**src/rtl/mux_rr_arbiter.sv**
```systemverilog
// Round-robin arbiter sharing a 4:1 multiplexer between four requesters.
// Registered one-hot grant and mux select; a hold limit bounds each grant under contention.
module mux_rr_arbiter #(
    parameter int HOLD_MAX = 4,
    parameter int CW       = 3
) (
    input  logic       clk,
    input  logic       rst,
    input  logic [3:0] Req,
    output logic [3:0] Gnt,
    output logic [1:0] Sel,
    output logic       Valid
);

    typedef enum logic {
        IDLE,
        GRANT
    } state_t;

    localparam logic [CW-1:0] HOLD = CW'(HOLD_MAX);

    state_t        state, state_nxt;
    logic [1:0]    ptr, ptr_nxt;
    logic [CW-1:0] cnt, cnt_nxt;
    logic [3:0]    gnt_nxt;
    logic [1:0]    sel_nxt;
    logic          valid_nxt;
    logic [3:0]    others;
    logic [1:0]    owner;

    // First set bit of r, scanning start, start+1, ... mod 4. Callers guarantee r != 0.
    function automatic logic [1:0] first_from(input logic [3:0] r, input logic [1:0] start);
        logic [1:0] idx;
        logic       found;
        first_from = start;
        found      = 1'b0;
        for (int i = 0; i < 4; i++) begin
            idx = start + 2'(i);
            if (!found && r[idx]) begin
                first_from = idx;
                found      = 1'b1;
            end
        end
    endfunction

    function automatic logic [3:0] onehot(input logic [1:0] i);
        return 4'b0001 << i;
    endfunction

    // Sel doubles as the current owner index; it keeps its value across IDLE.
    assign others = Req & ~onehot(Sel);

    // NOTE: every always_comb output gets a default first so no path leaves it unassigned (no latch).
    always_comb begin
        state_nxt = state;
        ptr_nxt   = ptr;
        cnt_nxt   = cnt;
        gnt_nxt   = Gnt;
        sel_nxt   = Sel;
        valid_nxt = Valid;
        owner     = Sel;
        case (state)
            IDLE: begin
                if (|Req) begin
                    owner     = first_from(Req, ptr);
                    state_nxt = GRANT;
                    gnt_nxt   = onehot(owner);
                    sel_nxt   = owner;
                    valid_nxt = 1'b1;
                    cnt_nxt   = CW'(1);
                end
            end
            GRANT: begin
                if (Req[Sel] && (cnt < HOLD || others == 4'b0000)) begin
                    if (cnt < HOLD) cnt_nxt = cnt + 1'b1;
                end else if (others != 4'b0000) begin
                    // Timeout and release both hand over to the next requester after the owner.
                    owner   = first_from(others, Sel + 2'd1);
                    ptr_nxt = Sel + 2'd1;
                    gnt_nxt = onehot(owner);
                    sel_nxt = owner;
                    cnt_nxt = CW'(1);
                end else begin
                    state_nxt = IDLE;
                    ptr_nxt   = Sel + 2'd1;
                    gnt_nxt   = 4'b0000;
                    valid_nxt = 1'b0;
                    cnt_nxt   = '0;
                end
            end
            default: state_nxt = IDLE;
        endcase
    end

    // NOTE: sequential state uses non-blocking assignments so all registers update together at the edge.
    always_ff @(posedge clk or posedge rst) begin
        if (rst) begin
            state <= IDLE;
            ptr   <= 2'd0;
            cnt   <= '0;
            Gnt   <= 4'b0000;
            Sel   <= 2'd0;
            Valid <= 1'b0;
        end else begin
            state <= state_nxt;
            ptr   <= ptr_nxt;
            cnt   <= cnt_nxt;
            Gnt   <= gnt_nxt;
            Sel   <= sel_nxt;
            Valid <= valid_nxt;
        end
    end

    a_gnt_onehot0 : assert property (@(posedge clk) disable iff (rst) $onehot0(Gnt));
    a_valid_gnt   : assert property (@(posedge clk) disable iff (rst) Valid == (|Gnt));
    a_sel_match   : assert property (@(posedge clk) disable iff (rst) Valid |-> Gnt[Sel]);

endmodule

```
**config.mk**
```make
export PLATFORM = sky130hd
export DESIGN_NAME = mux_rr_arbiter
export DESIGN_NICKNAME = d
export VERILOG_FILES = /design/src/rtl/mux_rr_arbiter.sv
export SDC_FILE = /design/constraint.sdc
export NUM_CORES = 1
export LEC_CHECK = 0
export CORE_MARGIN = 8
export CORE_UTILIZATION = 30
export DETAILED_ROUTE_END_ITERATION = 16
export GPL_TIMING_DRIVEN = 0
export HOLD_SLACK_MARGIN = 0.15
export MAX_ROUTING_LAYER = met4
export PLACE_DENSITY = 0.57
export SETUP_SLACK_MARGIN = 0.4
export SLEW_MARGIN = 20
export SYNTH_ARGS = -nofsm -noshare
export SYNTH_HDL_FRONTEND = slang
export SYNTH_SLANG_ARGS = --single-unit
```
**constraint.sdc**
```tcl
create_clock -name clk -period 6.7 [get_ports clk]
set_clock_uncertainty 0.1 [all_clocks]
set_input_delay 2.01 -clock clk [delete_from_list [all_inputs] [get_ports clk]]
set_output_delay 2.01 -clock clk [all_outputs]
set_load 0.05 [all_outputs]
```
==> impl_metrics.json, run 1 <==
{
  "worstPathRequired_ps": 6770,
  "cp_max_fo": 9,
  "antenna_found_initial": 0,
  "grt_pass1_vias": 930,
  "nNetsFinal": 145,
  "dp_cells": 175,
  "ctsHtreeMaxLevel": 1,
  "endpoint_kind": "register",
  "clockBufferDepth": 2,
  "final_util_pct": 37.65,
  "irDropWorstVdd_mv": 0.2190,
  "max_freq_mhz": 263.2,
  "start_util_pct": 31.64,
  "hp-class": "register to register",
  "multi_input_area_um2": 696.9,
  "power.density_nw_per_um2": 529.4,
  "ys_warn_count": 0,
  "drt_wl_total_mm": 2.508,
  "cts_hold_buf": 0,
  "postRouteAntennaNets": 0,
  "postCtsSetupBuffers": 0,
  "period_minus_slack_ps": 3799,
  "syn_inst": 117,
  "synth.most_common_cell": "dfrtp_1",
  "cp.arrival_ps": 3870,
  "synth_nets": 128,
  "synth-seq-area-share_pct": 30.34,
  "wl_met2_mm": 1.130,
  "layout.cells.non_filler": 179,
  "synthDistinctLibCells": 46,
  "detail_route.wl_per_cell_um": 14.01,
  "finalInstanceArea_um2": 1276,
  "maxSlewViolCount": 0,
  "synth_common_cells": "dfrtp_1 (13), nor2_1 (9), a21oi_1 (8), nand2b_1 (8), inv_1 (6)",
  "grt_usage_pct": 9.752,
  "highest_layer": "met4",
  "tightestPinTransition_ps": 567.9,
  "grt_pass1_wl_mm": 4.236,
  "vias_per_cell": 5.067,
  "rsz0062_at_grt": "no",
  "relSlewSlack_pct": 61.79,
  "vias": 907,
  "synth.area.top_cells": "dfrtp_1 (30%), ha_1 (5.8%), nand2b_1 (4.7%), a21oi_1 (3.7%), mux2i_1 (3.7%)",
  "overflow": 0,
  "drive_above_1_share_pct": 12.78,
  "clkLatencyLatePin_ps": 280,
  "hpwl_mm": 1.970,
  "synth_edf_count": 0,
  "clock-sinks": 13,
  "syn_to_final_growth_pct": 19.02,
  "fillers": 353,
  "total_power_uw": 675.6,
  "post_cts_resized": 0,
  "cts_tree": "done",
  "yosysTopAreaCell": "dfrtp_1",
  "hold_violations": 0,
  "async_flop_share_pct": 100.0,
  "critPathLaunchType": "input pin",
  "crit_type": "input pin to register",
  "synth_top_cell_area_share_pct": 30.34,
  "dr_wl_met3_um": 111,
  "tns_ps": 0,
  "core_area_um2": 3390,
  "maxCapViolCount": 0,
  "pre_cts_ws_ps": 2593,
  "die_y_um": 75.79,
  "drc_errors": 0,
  "numPortBuffers": 12,
  "num_antenna_cells": 0,
  "cts_buffers": 3,
  "die_w_um": 75.79,
  "p_leak_nw": 0.5287,
  "status": "finished clean",
  "regArea_um2": 325.3,
  "placed_area_um2": 1250,
  "syn_area_um2": 1072,
  "fp-row-count": 21,
  "layout_setup_ws_ps": 2901,
  "drt-initial-drc-count": 50,
  "grt_start_max_net_pins": 14,
  "pin_count": 13,
  "setup_viol": 0,
  "ys_ff_latch": 13,
  "die_area_um2": 5743,
  "timing.final.crit_share_pct": 56.70,
  "root_buffer": "clkbuf_4",
  "holdWs_ps": 400.5,
  "synth_ff_type": "dfrtp_1",
  "place_congestion": 0.8885,
  "dr.pass1.iters": 4,
  "clk_pin_slew_worst_paths_ps": 80,
  "wl_met1_mm": 1.246,
  "syn_area_per_cell_um2": 9.165
}
report_power, final:
part	switching [mW]	leakage, nW	internal (mW)	total, mW
sequential	0.0335	0.152	0.120	0.153
combinational	0.275	0.362	0.197	0.472
clock	0.0269	0.0150	0.0231	0.0500
critical path, stage by stage:
cell and delay (ps):
clkdlybuf4s50_1 540, and2b_4 260, nor4_4 420, nor2_1 110
a21oi_2 170, mux2_2 350
registers in the layout, indices dropped and copies added (netlist names):
register / flops
Valid: 1
ptr: 2
Gnt: 4
cnt: 3
state: 1
Sel: 2
final timing paths:
kind | from | endpoint | slack [ps] | depth (start not counted)
min reg2reg | Valid | Valid | 400 | 1
max reg2reg | Sel[0] | ptr[1] | 4310 | 8
min | Valid | Valid | 400 | 1
min in group asynchronous | rst | cnt[0] | 1950 | 2
max | Req[0] | ptr[1] | 2900 | 6
max in group asynchronous | rst | cnt[2] | 4210 | 2
layout make-up:
cell class / instances / area share (%)
repair buffers: 12 / 9.412
inverters: 6 / 1.765
multi-input cells: 93 / 54.61
plain buffers: 5 / 2.157
clock buffers: 4 / 2.059
flip-flops and latches: 13 / 25.49
well taps: 46 / 4.510
placed cells by master, fill, tap and decap left out, types with 2 or more instances in the layout:
cell type / count
inv_1: 6
nor2b_1: 4
a21o_1: 2
nor3_1: 2
ha_1: 5
a21oi_1: 8
nor2b_4: 2
o21bai_1: 2
o2bb2ai_1: 2
buf_4: 2
nand2_1: 2
nand3_1: 4
nor4_1: 2
a211oi_1: 2
clkbuf_1: 3
and3_1: 2
dfrtp_1: 13
o21ai_1: 2
a31oi_1: 2
clkbuf_4: 3
mux2_2: 3
nor2_1: 9
clkdlybuf4s50_1: 12
and2_1: 2
mux2i_1: 4
o21ai_0: 4
nand2b_1: 8
layer usage:
| metal | GRT usage [%] | up-vias |
|---|---|---|
| met5 | - | - |
| met4 | 3.198 | 0 |
| met1 | 11.47 | 424 |
| met2 | 16.25 | 19 |
| li1 | - | 460 |
| met3 | 1.842 | 4 |
cell families after synthesis:
| kind of cell | Yosys count | share of synthesized area [%] |
|---|---|---|
| flip-flops | 13 | 30.34 |
| AO/OA/AOI/OAI | 38 | 26.96 |
| multiplexers | 7 | 6.884 |
| AND/OR/NAND/NOR | 43 | 25.32 |
| buffers and inverters | 11 | 4.667 |
| adder cells (fa/ha/maj) | 5 | 5.834 |
Power figures use the tool's default switching activity.
==> run 2, diff against run 1 <==
==> constraint.sdc (replaced) <==
create_clock -name clk -period 3.65 [get_ports clk]
set_clock_uncertainty 0.1 [all_clocks]
set_input_delay 1.095 -clock clk [delete_from_list [all_inputs] [get_ports clk]]
set_output_delay 1.095 -clock clk [all_outputs]
set_load 0.05 [all_outputs]
==> results of run 2 <==
Same layout as run 1 (identical final DEF). Status: finished clean.
Main changes from that run: setup slack after placement 2593 ps -> 457.6 ps; setup slack after layout 2901 ps -> 765.8 ps; register-to-register setup slack 4310 ps -> 1260 ps; total power 0.6756 mW -> 1.240 mW; worst IR drop on VDD 0.2190 mV -> 0.4021 mV
